`src/rtl/verdict_collector.sv`:
```
// rtl/verdict_collector.sv - timestamped capture of two monitor streams into a record FIFO
//
// Purpose: every enabled cycle in which at least one monitor stream is active
// writes one record {timestamp, mask, out0, out1} into a DEPTH-deep FIFO that is
// drained through a valid/ready read port. Records that find the FIFO full are
// dropped and counted.
//
// Ports:
//   clk, rst                      clock, asynchronous active-low reset
//   en                            gates timestamp advance and capture
//   output_0/_aktv, output_1/_aktv monitor stream values and their valid bits
//   rec_valid/rec_ready           read-side handshake
//   rec_time/rec_mask/rec_out0/rec_out1  head record fields (0 while empty)
//   ovf, drop_cnt, clr_ovf        sticky overflow flag, saturating drop count, clear

module verdict_collector #(
    parameter int DW    = 64,
    parameter int TS_W  = 32,
    parameter int DEPTH = 8
) (
    input  logic                 clk,
    input  logic                 rst,
    input  logic                 en,
    input  logic signed [DW-1:0] output_0,
    input  logic                 output_0_aktv,
    input  logic signed [DW-1:0] output_1,
    input  logic                 output_1_aktv,
    output logic                 rec_valid,
    input  logic                 rec_ready,
    output logic [TS_W-1:0]      rec_time,
    output logic [1:0]           rec_mask,
    output logic signed [DW-1:0] rec_out0,
    output logic signed [DW-1:0] rec_out1,
    output logic                 ovf,
    output logic [7:0]           drop_cnt,
    input  logic                 clr_ovf
);

    localparam int AW = $clog2(DEPTH);

    logic [TS_W-1:0] ts_q, ts_d;
    logic [AW:0]     wr_ptr_q, wr_ptr_d;
    logic [AW:0]     rd_ptr_q, rd_ptr_d;
    logic            ovf_q, ovf_d;
    logic [7:0]      drop_cnt_q, drop_cnt_d;

    logic [TS_W-1:0] time_mem_q [DEPTH];
    logic [TS_W-1:0] time_mem_d [DEPTH];
    logic [1:0]      mask_mem_q [DEPTH];
    logic [1:0]      mask_mem_d [DEPTH];
    logic [DW-1:0]   out0_mem_q [DEPTH];
    logic [DW-1:0]   out0_mem_d [DEPTH];
    logic [DW-1:0]   out1_mem_q [DEPTH];
    logic [DW-1:0]   out1_mem_d [DEPTH];

    logic          empty, full, capture, pop, push, drop;
    logic [AW-1:0] wr_idx, rd_idx;

    assign wr_idx = wr_ptr_q[AW-1:0];
    assign rd_idx = rd_ptr_q[AW-1:0];
    // The extra pointer bit separates full from empty when the indices coincide.
    assign empty  = (wr_ptr_q == rd_ptr_q);
    assign full   = (wr_ptr_q[AW] != rd_ptr_q[AW]) && (wr_idx == rd_idx);

    assign capture = en && (output_0_aktv || output_1_aktv);
    assign pop     = !empty && rec_ready;
    // A pop on the same edge frees the head slot, so a full FIFO still accepts.
    assign push    = capture && (!full || pop);
    assign drop    = capture && full && !pop;

    always_comb begin
        ts_d       = en ? ts_q + 1'b1 : ts_q;
        wr_ptr_d   = push ? wr_ptr_q + 1'b1 : wr_ptr_q;
        rd_ptr_d   = pop ? rd_ptr_q + 1'b1 : rd_ptr_q;
        time_mem_d = time_mem_q;
        mask_mem_d = mask_mem_q;
        out0_mem_d = out0_mem_q;
        out1_mem_d = out1_mem_q;
        if (push) begin
            time_mem_d[wr_idx] = ts_q;
            mask_mem_d[wr_idx] = {output_1_aktv, output_0_aktv};
            out0_mem_d[wr_idx] = output_0_aktv ? output_0 : '0;
            out1_mem_d[wr_idx] = output_1_aktv ? output_1 : '0;
        end
        ovf_d      = ovf_q;
        drop_cnt_d = drop_cnt_q;
        if (clr_ovf) begin
            ovf_d      = 1'b0;
            drop_cnt_d = 8'd0;
        end
        // A drop on the clearing edge wins: the cleared count restarts at one.
        if (drop) begin
            ovf_d      = 1'b1;
            drop_cnt_d = clr_ovf ? 8'd1
                       : (drop_cnt_q == 8'hFF) ? 8'hFF : drop_cnt_q + 8'd1;
        end
    end

    always_ff @(posedge clk or negedge rst) begin
        if (!rst) begin
            ts_q       <= '0;
            wr_ptr_q   <= '0;
            rd_ptr_q   <= '0;
            ovf_q      <= 1'b0;
            drop_cnt_q <= 8'd0;
            for (int i = 0; i < DEPTH; i++) begin
                time_mem_q[i] <= '0;
                mask_mem_q[i] <= '0;
                out0_mem_q[i] <= '0;
                out1_mem_q[i] <= '0;
            end
        end else begin
            ts_q       <= ts_d;
            wr_ptr_q   <= wr_ptr_d;
            rd_ptr_q   <= rd_ptr_d;
            ovf_q      <= ovf_d;
            drop_cnt_q <= drop_cnt_d;
            time_mem_q <= time_mem_d;
            mask_mem_q <= mask_mem_d;
            out0_mem_q <= out0_mem_d;
            out1_mem_q <= out1_mem_d;
        end
    end

    // Outputs come from registered state only; fields read as 0 while empty.
    assign rec_valid = !empty;
    assign rec_time  = empty ? '0 : time_mem_q[rd_idx];
    assign rec_mask  = empty ? '0 : mask_mem_q[rd_idx];
    assign rec_out0  = empty ? '0 : out0_mem_q[rd_idx];
    assign rec_out1  = empty ? '0 : out1_mem_q[rd_idx];
    assign ovf       = ovf_q;
    assign drop_cnt  = drop_cnt_q;

endmodule

```
`config.mk`:
```
export PLATFORM = sky130hd
export DESIGN_NAME = verdict_collector
export DESIGN_NICKNAME = d
export VERILOG_FILES = /design/src/rtl/verdict_collector.sv
export SDC_FILE = /design/constraint.sdc
export NUM_CORES = 2
export LEC_CHECK = 0
export ABC_CLOCK_PERIOD_IN_PS = 5400
export CAP_MARGIN = 25
export CORE_MARGIN = 2
export CORE_UTILIZATION = 63
export CTS_CLUSTER_DIAMETER = 30
export CTS_CLUSTER_SIZE = 24
export DETAILED_ROUTE_END_ITERATION = 8
export GPL_TIMING_DRIVEN = 0
export MAX_ROUTING_LAYER = met4
export PLACE_DENSITY = 0.89
export SETUP_SLACK_MARGIN = 0.5
export SLEW_MARGIN = 20
export SYNTH_ARGS = -nofsm -noshare
export SYNTH_HDL_FRONTEND = slang
export SYNTH_SLANG_ARGS = --single-unit
```
`constraint.sdc`:
```
create_clock -name clk -period 5.4 [get_ports clk]
set_input_delay 0.81 -clock clk [delete_from_list [all_inputs] [get_ports clk]]
set_output_delay 0.81 -clock clk [all_outputs]
set_load 0.02 [all_outputs]
```
Word level (Yosys, flattened, before mapping)
Index checks and enable logic that the tools add are counted.
W data, S select, Z words.
{ "word_totals": {"ff_bits": 1345, "latchBits": 0, "ramBits": 0, "rom_bits": 0, "word_cells": 97, "n_memories": 0} }
{ "classes": {"addsub": 4, "n_mul": 0, "div": 0, "n_lt_le_gt_ge": 3, "n_eq_ne": 4, "shifts": 0, "n_mux": 34, "bitwise": 2, "reduce_logical": 13} }
{ "op_table": {"columns": ["cell", "n"], "rows": [
  ["$bwmux W512", 2],
  ["$mux W64", 9],
  ["$bmux W64 S3", 2],
  ["$bwmux W256", 1],
  ["$demux W64 S3", 1],
  ["$mux W32", 4],
  ["$bmux W32 S3", 1],
  ["$demux W32 S3", 1],
  ["$add A32 B1 Y32 const B", 1],
  ["$mux W8", 4],
  ["$bwmux W16", 1],
  ["$add A4 B1 Y4 const B", 2],
  ["$add A8 B1 Y8 const B", 1],
  ["$eq A8 B8 Y1 const B", 1],
  ["$ge A4 B4 Y1 const B", 2],
  ["$mux W2", 4],
  ["$not A3 Y4", 2],
  ["$logic_and A1 B1 Y1", 7],
  ["$bmux W2 S3", 1],
  ["$demux W2 S3", 1],
  ["$eq A4 B4 Y1", 1],
  ["$lt A4 B1 Y1 const B", 1],
  ["$eq A3 B3 Y1", 1],
  ["$logic_not A1 Y1", 3],
  ["other kinds (4)", 6]
]} }

Depth between registers and ports, before layout
{ "logic_depth": {"depth_word": 6, "ltp_mapped": 9} }

Least setup slack after synthesis
No wires, ideal clock.
{ "synth_timing": {"kind": "flip-flop to output port", "start": "reg rd_ptr_q[0]", "end": "out rec_out1[25]", "t_arrival_ps": 1963, "path_slack_ps": 2627, "stages_incl_launch_ff": 8, "path_buffers": 4, "cell_sequence": "dfrtp_1 -> clkbuf_1 -> buf_2 -> buf_2 -> buf_2 -> mux4_2 -> mux2i_1 -> nor2_1"} }
{ "synth_via": {"elab_chain_cells": 5, "elab_cells_between_ends": 6, "cone_classes": "eq/ne (1); mux (4); bitwise (1)"} }
{ "synth_lines": {"columns": ["element", "line_no", "rtl"], "rows": [
  ["start, declared", "43", "logic [AW:0] rd_ptr_q, rd_ptr_d;"],
  ["start signal, assigned", "115", "rd_ptr_q <= rd_ptr_d;"],
  ["$not A3 Y4 (not written as such)", "130", "assign rec_out1 = empty ? '0 : out1_mem_q[rd_idx];"],
  ["$bmux W64 S3", "130", null],
  ["$mux W64 (not written as such) (2 in a row)", "130", null],
  ["$mux W64 (*)", "130", null],
  ["end, declared", "33", "output logic signed [DW-1:0] rec_out1,"]
]} }
Every way passes the cells marked *; elsewhere a longest branch is shown, timed or not. The select of a mux whose other input is x is not followed.

Final worst setup path
{ "layout_timing": {"start": "reg rd_ptr_q[1]", "end": "out rec_time[18]"} }
{ "layout_via": {"elab_chain_cells": 5, "elab_cells_between_ends": 6, "cone_classes": "eq/ne (1); mux (4); bitwise (1)"} }
{ "layout_lines": {"columns": ["element", "line_no", "rtl"], "rows": [
  ["$not A3 Y4 (not written as such)", "127", "assign rec_time = empty ? '0 : time_mem_q[rd_idx];"],
  ["$bmux W32 S3", "127", null],
  ["$mux W32 (not written as such) (2 in a row)", "127", null],
  ["$mux W32 (*)", "127", null],
  ["end, declared", "30", "output logic [TS_W-1:0] rec_time,"]
]} }
Marks and branches as above.

==> results.tsv <==
stage	metric	value	unit
timing	setup_tns	0	ns
floorplan	start_util	63.3	%
timing	maxSlewHeadroom	28.9	%
logic_synthesis	ys_seq_area_share	54.3	%
detailed_routing	wl	177000	um
logic_synthesis	ys.flop_type	dfrtp_1	
logic_synthesis	avgSynthCellArea	15.0	um^2
clock_tree	clkLatencyLatePin	0.82	ns
layout	layout-drive-gt1-share	34.5	%
setup_path	cp-endpoint	rec_time[18]	
setup_path	slowest_delay	0.66	ns
logic_synthesis	synth_warnings	0	
grt	grt_remaining_overflow	0	
setup_path	path_class	flip-flop to output port	
grt	grt_pass1_wl	271000	um
timing	min_period_over_period	90.8	%
detailed_routing	num_vias	40683	
clock_tree	root_buffer	clkbuf_16	
placed_design	placed_cells	5722	
timing	fin_crit	4.90	ns
grt	grt_pass1_vias	44819	
setup_path	start_kind	flip-flop	
clock_tree	cts_max_level	4	
outcome	status	complete, no violations	
logic_synthesis	synth_edf_count	0	
setup_path	critPathMaxFanout	10	
pwr	ir_drop	0.606	mV
layout	nFillCells	5093	
min_path	worstHoldPathType	primary input to flip-flop	
grt	grt_max_degree	158	
placed_design	preCtsSetupSlack	0.632	ns
timing	rsz0062_at_grt	true	
layout	regArea	33700	um^2
setup_path	reg2reg_from	wr_ptr_q[3]	
logic_synthesis	synth_top_area_cell	dfrtp_1	
logic_synthesis	async_flop_share	100	%
timing	setup_violations	0	
timing	finClkSkew	0.0430	ns
logic_synthesis	syn_inst	4119	
detailed_routing	route.detailed.drc	0	
timing	finalMaxSlewViolations	0	
setup_path	cp-startpoint	rd_ptr_q[1]	
setup_path	reg2reg_slack	2.22	ns
clock_tree	cts_buffers	231	
logic_synthesis	synthTopCellsByArea	dfrtp_1 (54%), mux2_2 (12%), mux4_2 (12%)	
layout	area_growth	21.9	%
floorplan	num_io_pins	307	
layout	multi_input_area	26000	um^2
floorplan	die_w	318	um
detailed_routing	wl_per_cell	28.7	um
detailed_routing	first_pass_iters	5	
floorplan	fp-row-count	115	
placed_design	dp_hpwl	103000	um
grt	antenna_found_initial	11	
detailed_routing	routed_via_density	6.60	
placed_design	place.gp.congestion	0.863	
clock_tree	clock-sinks	1345	
detailed_routing	ant_nets	0	
logic_synthesis	synthesis.area	61900	um^2
grt	grt_util_all_layers	36.6	%
logic_synthesis	synth_most_common_cell	dfrtp_1	
timing	finalHoldViolCount	0	
setup_path	cp.arrival	4.09	ns
clock_tree	cts_setup_buffers	0	
placed_design	port_buffers	304	
logic_synthesis	synth_cell_types	47	
setup_path	reg2reg_to	out0_mem_q[355]	
logic_synthesis	yosysTopAreaCellShare	54.3	%
logic_synthesis	synthTopCellsByCount	dfrtp_1 (1345), mux2_2 (662), mux2_1 (365)	
layout	stdcell_count	6163	
floorplan	die_h	318	um
clock_tree	clock_path_buffers	3	
setup_path	ff2ff_path_depth	7	
setup_path	cp_cell_sequence	buf_2 > clkbuf_2 > clkbuf_1 > mux4_2 > mux2i_1 > nor2_1 > clkdlybuf4s50_1	
setup_path	cpMaxStageDelayCell	clkbuf_1	
pwr	p_leak	34.4	nW
timing	max_freq	204	MHz
floorplan	core_area	97800	um^2
clock_tree	cts_tree	built	
logic_synthesis	synth_nets	4258	
timing	tightest_slew	1.07	ns
setup_path	crit_required	4.59	ns
logic_synthesis	ys_ff_latch	1345	
layout	fin_nets	4808	
clock_tree	cts.clk_slew.worst_paths	0.06	ns
pwr	p_per_area	663	nW/um^2
job	drv_cap	0	
timing	worst_slack	0.495	ns
floorplan	dieArea	101000	um^2
detailed_routing	drt_iter0_drc	4255	
setup_path	setup.worst_path.end_class	output port	
-- registers in the layout (all words and copies together), names as in the netlist --
register and cells:
drop_cnt 8, out0_mem_q 512, out1_mem_q 512, rd_ptr_q 4, ts_q 32, time_mem_q 256
wr_ptr_q 4, mask_mem_q 16, ovf 1
-- worst min path at each step --
stage	startpoint	endpoint	depth (start not counted)
detailed placement	time_mem_q[2]	time_mem_q[2]	1
CTS	en	ts_q[0]	2
global placement	out0_mem_q[269]	out0_mem_q[269]	1
global route	en	ts_q[0]	2
floorplan	mask_mem_q[10]	mask_mem_q[10]	1
finish	en	ts_q[0]	2
-- per-stage QoR --
| stage | hold WS (ns) | instance area [um^2] | total power (W) | utilization, % |
|---|---|---|---|---|
| after floorplan | 0.451 | 61900 | 0.0271 | - |
| after CTS | 0.281 | 75400 | 0.0499 | 77.1 |
| after global placement | 0.461 | 66600 | 0.0332 | 68.1 |
| after detailed placement | 0.468 | 66900 | 0.0338 | 68.4 |
| after global routing | 0.305 | 75500 | 0.0518 | 77.2 |
| final | 0.319 | 75500 | 0.0501 | 77.2 |
-- cell families (layout without fill, tap and decap cells) --
kind of cell,Yosys count,after routing,synth area share (%)
compound gates,317,317,4.49
simple gates,453,453,3.71
flops,1345,1345,54.3
xor+xnor,42,42,0.594
other cells,0,7,0
buf+inv,444,1194,3.70
mux,1514,1514,33.1
fa+ha+maj,4,4,0.0808
-- placed cells by master, fill, tap and decap left out, drive strengths merged, types with 13 or more instances in the layout --
master,instances
dfrtp,1345
a22o,136
inv,27
nor2b,35
nor3,13
nor2,176
mux2i,163
xor2,13
and2,133
clkinvlp,27
bufinv,31
mux2,1027
clkbuf,370
buf,365
nand2,50
o2bb2ai,136
clkdlybuf4s50,303
xnor2,29
mux4,324
nand4,14
clkinv,70
-- area by class of cell --
type | count | area share, %
clock buffers | 282 | 8.36
plain buffers | 440 | 3.11
diodes | 7 | 0.0232
inverters | 4 | 0.0199
repair buffers | 317 | 4.49
multi-input cells | 2330 | 34.5
flip-flops and latches | 1345 | 44.6
clock inverters | 151 | 2.81
well taps | 1287 | 2.13
-- critical path: cells and delay by family, from the launching register on --
family	cells	cell delay (ns)
buffers and inverters	4	2.15
muxes	2	0.67
DFF	1	0.39
and+or+nand+nor	1	0.09
-- power breakdown --
group / leakage, nW / internal [W] / total, W / switching [W]
Clock: 4.04 / 0.00993 / 0.0155 / 0.00557
Sequential: 17.7 / 0.0138 / 0.0160 / 0.00218
Combinational: 12.7 / 0.00906 / 0.0186 / 0.00953
-- timing repair --
action / CTS / global route
endpoints found under the hold margin: 79 / 0
endpoints found under the setup margin: 157 / 43
hold buffers: 1 / 0
gates resized for setup: 32 / 22
-- layer usage --
metal	track usage (%)	vias to the layer above	wire length, um
li1	-	16341	-
met1	44.1	21418	65100
met2	56.9	2273	86600
met3	9.55	651	15500
met4	19.7	0	9630
met5	-	-	0
Power figures use the tool's default switching activity.
